$ cat src/rtl/pipe_hazard_ctrl_pkg.sv
// ============================================================================
// Package  : mips_pipe_pkg
// Desc     : Shared types and encodings for the pipeline hazard controller.
// Revision : 1.0  initial release
// ============================================================================
`default_nettype none

package mips_pipe_pkg;

    localparam int REG_W = 5;

    typedef enum logic [1:0] {
        INIT     = 2'd0,
        RUN      = 2'd1,
        MEM_WAIT = 2'd2
    } pipe_state_t;

    localparam logic [1:0] FWD_RF    = 2'b00;
    localparam logic [1:0] FWD_MEMWB = 2'b01;
    localparam logic [1:0] FWD_EXMEM = 2'b10;

    // EX/MEM wins over MEM/WB because it carries the younger result.
    function automatic logic [1:0] fwd_select(
        input logic [REG_W-1:0] src,
        input logic [REG_W-1:0] mem_dst,
        input logic             mem_rw,
        input logic [REG_W-1:0] wb_dst,
        input logic             wb_rw
    );
        logic [1:0] sel;
        sel = FWD_RF;
        if (mem_rw && (mem_dst != '0) && (mem_dst == src))
            sel = FWD_EXMEM;
        else if (wb_rw && (wb_dst != '0) && (wb_dst == src))
            sel = FWD_MEMWB;
        return sel;
    endfunction

endpackage

`default_nettype wire

$ cat src/rtl/pipe_hazard_ctrl_raw_detect.sv
// ============================================================================
// Module   : raw_detect
// Desc     : Flags a RAW dependency of the ID instruction on one producer stage.
// Revision : 1.0  initial release
// ============================================================================
`default_nettype none

module raw_detect
    import mips_pipe_pkg::*;
(
    input  logic [REG_W-1:0] i_rs,
    input  logic [REG_W-1:0] i_rt,
    input  logic             i_uses_rs,
    input  logic             i_uses_rt,
    input  logic [REG_W-1:0] i_dst,
    input  logic             i_regwrite,
    output logic             o_hit
);

    assign o_hit = i_regwrite && (i_dst != '0) &&
                   ((i_uses_rs && (i_dst == i_rs)) || (i_uses_rt && (i_dst == i_rt)));

endmodule

`default_nettype wire

$ cat src/rtl/pipe_hazard_ctrl.sv
// ============================================================================
// Module   : pipe_hazard_ctrl
// Desc     : 5-stage pipeline enable/flush/forward control with post-reset fill
//            and data-memory wait freeze. Macro FORWARD_EN enables forwarding.
// Revision : 1.0  initial release
// ============================================================================
`default_nettype none

module pipe_hazard_ctrl
    import mips_pipe_pkg::*;
#(
    parameter int INIT_BUBBLES = 2,
    parameter int STALL_CNT_W  = 16
)(
    input  logic                   clk,
    input  logic                   reset,
    input  logic [REG_W-1:0]       id_rs,
    input  logic [REG_W-1:0]       id_rt,
    input  logic                   id_uses_rs,
    input  logic                   id_uses_rt,
    input  logic [REG_W-1:0]       ex_dst,
    input  logic                   ex_regwrite,
    input  logic                   ex_memread,
    input  logic [REG_W-1:0]       mem_dst,
    input  logic                   mem_regwrite,
    input  logic [REG_W-1:0]       wb_dst,
    input  logic                   wb_regwrite,
    input  logic                   ex_branch_taken,
    input  logic                   dmem_req,
    input  logic                   dmem_ready,
    output logic                   pc_en,
    output logic                   ifid_en,
    output logic                   idex_en,
    output logic                   exmem_en,
    output logic                   ifid_flush,
    output logic                   idex_flush,
    output logic                   memwb_flush,
    output logic [1:0]             fwd_a,
    output logic [1:0]             fwd_b,
    output logic [STALL_CNT_W-1:0] stall_cnt
);

    localparam int c_init_w = (INIT_BUBBLES > 2) ? $clog2(INIT_BUBBLES) : 1;
    localparam logic [c_init_w-1:0] c_init_last =
        c_init_w'((INIT_BUBBLES > 0) ? INIT_BUBBLES - 1 : 0);

    pipe_state_t            r_state;
    logic [c_init_w-1:0]    r_init_cnt;
    logic [STALL_CNT_W-1:0] r_stall_cnt;
    logic                   w_ex_hit, w_mem_hit, w_wb_hit;
    logic                   w_raw_stall, w_freeze, w_unused;

    raw_detect u_raw_ex (
        .i_rs(id_rs), .i_rt(id_rt), .i_uses_rs(id_uses_rs), .i_uses_rt(id_uses_rt),
        .i_dst(ex_dst), .i_regwrite(ex_regwrite), .o_hit(w_ex_hit)
    );
    raw_detect u_raw_mem (
        .i_rs(id_rs), .i_rt(id_rt), .i_uses_rs(id_uses_rs), .i_uses_rt(id_uses_rt),
        .i_dst(mem_dst), .i_regwrite(mem_regwrite), .o_hit(w_mem_hit)
    );
    raw_detect u_raw_wb (
        .i_rs(id_rs), .i_rt(id_rt), .i_uses_rs(id_uses_rs), .i_uses_rt(id_uses_rt),
        .i_dst(wb_dst), .i_regwrite(wb_regwrite), .o_hit(w_wb_hit)
    );

`ifdef FORWARD_EN
    logic [REG_W-1:0] r_idex_rs, r_idex_rt;

    // Tracks the source registers held in ID/EX; a bubble keeps stale
    // indices, which is harmless since its control bits are zero.
    always_ff @(posedge clk) begin
        if (reset) begin
            r_idex_rs <= '0;
            r_idex_rt <= '0;
        end else if (idex_en) begin
            r_idex_rs <= id_rs;
            r_idex_rt <= id_rt;
        end
    end

    assign w_raw_stall = w_ex_hit && ex_memread;
    assign w_unused    = ^{w_mem_hit, w_wb_hit};
    assign fwd_a = reset ? FWD_RF : fwd_select(r_idex_rs, mem_dst, mem_regwrite, wb_dst, wb_regwrite);
    assign fwd_b = reset ? FWD_RF : fwd_select(r_idex_rt, mem_dst, mem_regwrite, wb_dst, wb_regwrite);
`else
    // No register-file bypass, so a WB producer must also be waited out.
    assign w_raw_stall = w_ex_hit || w_mem_hit || w_wb_hit;
    assign w_unused    = ex_memread;
    assign fwd_a       = FWD_RF;
    assign fwd_b       = FWD_RF;
`endif

    assign w_freeze = ((r_state == RUN) && dmem_req && !dmem_ready) ||
                      ((r_state == MEM_WAIT) && !dmem_ready);

    always_comb begin
        pc_en       = 1'b1;
        ifid_en     = 1'b1;
        idex_en     = 1'b1;
        exmem_en    = 1'b1;
        ifid_flush  = 1'b0;
        idex_flush  = 1'b0;
        memwb_flush = 1'b0;
        if (reset || (r_state == INIT)) begin
            pc_en       = 1'b0;
            ifid_en     = 1'b0;
            idex_en     = 1'b0;
            ifid_flush  = 1'b1;
            idex_flush  = 1'b1;
            memwb_flush = 1'b1;
        end else if (w_freeze) begin
            pc_en       = 1'b0;
            ifid_en     = 1'b0;
            idex_en     = 1'b0;
            exmem_en    = 1'b0;
            memwb_flush = 1'b1;
        end else if (ex_branch_taken) begin
            ifid_flush  = 1'b1;
            idex_flush  = 1'b1;
        end else if (w_raw_stall) begin
            pc_en       = 1'b0;
            ifid_en     = 1'b0;
            idex_flush  = 1'b1;
        end
    end

    always_ff @(posedge clk) begin
        if (reset) begin
            r_state     <= INIT;
            r_init_cnt  <= '0;
            r_stall_cnt <= '0;
        end else begin
            case (r_state)
                INIT: begin
                    if (r_init_cnt == c_init_last) begin
                        r_state    <= RUN;
                        r_init_cnt <= '0;
                    end else begin
                        r_init_cnt <= r_init_cnt + c_init_w'(1);
                    end
                end
                RUN:      if (dmem_req && !dmem_ready) r_state <= MEM_WAIT;
                MEM_WAIT: if (dmem_ready) r_state <= RUN;
                default:  r_state <= INIT;
            endcase
            if (!pc_en && (r_state != INIT) && (r_stall_cnt != '1))
                r_stall_cnt <= r_stall_cnt + STALL_CNT_W'(1);
        end
    end

    assign stall_cnt = r_stall_cnt;

endmodule

`default_nettype wire

$ cat config.mk
export PLATFORM = sky130hd
export DESIGN_NAME = pipe_hazard_ctrl
export DESIGN_NICKNAME = d
export VERILOG_FILES = /design/src/rtl/pipe_hazard_ctrl_pkg.sv /design/src/rtl/pipe_hazard_ctrl_raw_detect.sv /design/src/rtl/pipe_hazard_ctrl.sv
export SDC_FILE = /design/constraint.sdc
export NUM_CORES = 1
export LEC_CHECK = 0
export BUFFER_PORTS_ARGS = -buffer_cell sky130_fd_sc_hd__buf_4
export CAP_MARGIN = 20
export CORE_UTILIZATION = 28
export DETAILED_ROUTE_END_ITERATION = 10
export PLACE_DENSITY = 0.64
export SLEW_MARGIN = 0
export SYNTH_ARGS = -nofsm -noshare
export SYNTH_HDL_FRONTEND = slang
export SYNTH_SLANG_ARGS = --single-unit
$ cat constraint.sdc
create_clock -name clk -period 6.8 [get_ports clk]
set_input_delay 1.36 -clock clk [delete_from_list [all_inputs] [get_ports clk]]
set_output_delay 1.36 -clock clk [all_outputs]
set_load 0.02 [all_outputs]
==> summary.md <==
* detailed placer's ending HPWL: 3.009 mm
* sequential cell area: 380.4 um^2
* slack of the critical path: 2.464 ns
* post-placement worst setup slack: 2.459 ns
* clock latency of the later-clocked register in the worst-skew pair: 0.26 ns
* leakage power total: 0.0007607 uW
* #FFs+latches synth: 19
* Yosys warning total: 0
* pins over their slew limit: 0
* delay of the slowest cell on the worst path: 0.68 ns
* number of rows created at floorplan: 25
* number of nets in the layout: 269
* fmax: 230.6 MHz
* Async SR Flop Fraction: 0%
* share of final-layout standard cells stronger than drive strength 1: 31.17%
* area overhead of the layout relative to synthesis: 34.61%
* post-layout utilization of the core: 40.05%
* global-route layer with the greatest usage: met2
* number of max-cap violations: 0
* number of buffers inserted by post-CTS setup repair: 0
* sequential element share of the synthesized area: 26.37%
* critical-path cell with the highest stage delay: sky130_fd_sc_hd__or4_2
* category of the worst setup path capture point: output port
* count of final hold-check violations: 0
* routed wire length per instance: 12.90 um
* standard cell area after detailed placement: 1896 um^2
* run status: finished, final reports clean
* number of hold buffers added after CTS: 0
* area of the multi-input gates: 977.2 um^2
* met3 track demand over resource: 3.155%
* CP Depth: 7
* number of fill cells in the layout: 520
* Antenna Diode Count: 0
* area inside the core boundary: 4848 um^2
* Min Clock Period, post-route: 4.336 ns
* Worst Setup Start Kind: input port
* synthesized netlist cell count: 175
* first drt pass iteration count: 5
* vias per inst: 4.829
* CP cell instances: buf_4 -> or4_2 -> o221a_4 -> o21bai_4 -> nand2_1 -> inv_1 -> buf_4
* worst max-slew margin expressed relative to the limit: 62.63%
* sum of buffers and inverters on the critical path: 3
* Most used DFF post-synth: sky130_fd_sc_hd__dfxtp_1
* family of cells with the greatest summed delay on the critical path: simple AND/OR/NAND/NOR gates
* transition at the pin with the smallest max-transition slack: 0.5605 ns
* CTS Buf Count: 3
* Finished Cell Area: 1942 um^2
* clock tree root driver cell: sky130_fd_sc_hd__clkbuf_8
* final instance count without filler cells: 298
* Setup Skew: 0.006589 ns
* maximum fanout encountered on the critical timing path: 3
* total overflow reported by the global router: 0
* initial cell density of the core: 29.75%
* number of setup violations in the final report: 0
* TritonCTS clock tree: built
* Bufs on Longest Clock Path: 2
* last weighted congestion value of the routability-driven placer: 0.8368
* number of placed instances, taps included: 294
* grt met2 use: 23.65%
* post-synth cell types: 44
* Period Utilization, post-route: 63.77%
* worst path arrival time: 2.98 ns
* die width: 73.78 um
* die outline height: 73.78 um
* via count: 1,439
* wire length of the first global-routing pass: 5.927 mm
* residual antenna-violating net count after detailed routing: 0
* count of H-tree levels built during CTS: 1
* most common library cell in the layout ignoring fill and taps: sky130_fd_sc_hd__buf_4
* cell with the most instances on the worst path: sky130_fd_sc_hd__buf_4
* die area: 5443 um^2
* total of cells resized after clock tree synthesis: 0
* number of cells on the worst reg-to-reg path: 8
* clock sinks: 19
* setup tns final: 0 ns
* Power Dens Cells: 161.5 nW/um^2
* maximum resistive drop on vdd: 0.08224 mV
* mean area per synthesized cell: 8.244 um^2
* Crit Path Category: input port to output port
* maximum number of pins on one net before global-route repair: 23
* cell count of the worst hold path: 2
* total DRC errors in the routed layout: 0
* clock-pin transition on the worst setup and hold timing paths: 0.08 ns
* path category of the worst min-delay check: flop to flop
* final wirelength: 3.843 mm
* met1 usage in global routing: 17.59%
* WP data required: 5.44 ns
* number of port buffers: 57
* I/O pin total: 63
* GRT Util Overall: 14.02%
* EDFF count, synth: 0
* number of violations reported at the end of detailed-routing iteration 0: 36
* setup repair after global routing missed its margin: no
* post-synth design cell area: 1443 um^2
* initial antenna violation count: 0
* most used cells in the layout excluding fill and tap cells: 57 x sky130_fd_sc_hd__buf_4, 24 x sky130_fd_sc_hd__xnor2_1, 19 x sky130_fd_sc_hd__dfxtp_1
* vias in the first global route: 1,354
[metrics by stage]
| stage | hold slack, ns | power (uW) |
|---|---|---|
| after global placement | 0.4880 | 235.9 |
| after detailed placement | 0.4943 | 237.7 |
| after global routing | 0.5260 | 332.5 |
| after CTS | 0.5060 | 316.5 |
| after floorplan | 0.4697 | 196.6 |
| final | 0.4991 | 313.7 |
[final cells by class]
cell class              instances  area share, %
inverters                       7          1.353
clock inverters                 1         0.2577
repair buffers                 57          22.04
flip-flops and latches         19          19.59
clock buffers                   3          2.126
well taps                      67          4.317
multi-input cells             144          50.32
[synth_stat cells (all sizes together) (3+ instances only)]
| cell type | number | area (um^2) |
|---|---|---|
| dfxtp | 19 | 380.4 |
| or3 | 7 | 45.05 |
| xnor2 | 24 | 210.2 |
| nand3 | 6 | 30.03 |
| a21oi | 16 | 80.08 |
| nor2 | 12 | 45.04 |
| and3 | 4 | 26.28 |
| buf | 6 | 42.54 |
| nand2 | 13 | 48.80 |
| or4 | 4 | 31.28 |
| nor3 | 4 | 20.02 |
| xor2 | 9 | 78.83 |
| o31ai | 3 | 22.52 |
| nand4 | 4 | 25.02 |
| inv | 7 | 26.28 |
| o21ai | 6 | 30.03 |
[routing by layer]
metal	part of all wire (%)	up-vias
met5	0	-
met4	0.39	0
met3	9.1	2
met2	45	55
met1	46	652
li1	-	730
[final timing paths]
check                                   start             to  slack, ns
worst max-delay path                wb_dst[0]          pc_en       2.46
worst min-delay path            stall_cnt[12]  stall_cnt[12]       0.50
worst max register to register   stall_cnt[9]   stall_cnt[9]       4.43
worst min register to register  stall_cnt[12]  stall_cnt[12]       0.50
[power by group]
part	internal [uW]	switching (uW)
clock	40.7	38.0
sequential	118	8.60
combinational	50.3	57.8
[cells by family after synthesis]
family	count (synthesis)	share of synthesized area (%)
simple gates	63	23.24
compound gates	41	21.16
xor+xnor	33	20.03
flops	19	26.37
buf+inv	15	6.679
mux	2	1.388
fa+ha+maj	1	0.8672
other cells	1	0.2599
[flip-flops by register name (all words and copies together) (netlist names)]
name / cells
r_init_cnt: 1
r_state: 2
stall_cnt: 16
[worst register-to-register path: stages (launching register included)]
cell and delay (ns):
sky130_fd_sc_hd__dfxtp_1 0.36, sky130_fd_sc_hd__and4_1 0.23, sky130_fd_sc_hd__nand2_1 0.10, sky130_fd_sc_hd__nor2_1 0.07, sky130_fd_sc_hd__and3_2 0.23, sky130_fd_sc_hd__a31o_2 0.26, sky130_fd_sc_hd__a2111oi_4 0.53, sky130_fd_sc_hd__or3b_1 0.40
sky130_fd_sc_hd__a21oi_1 0.13
No activity file was read; power rests on OpenSTA's default activity.
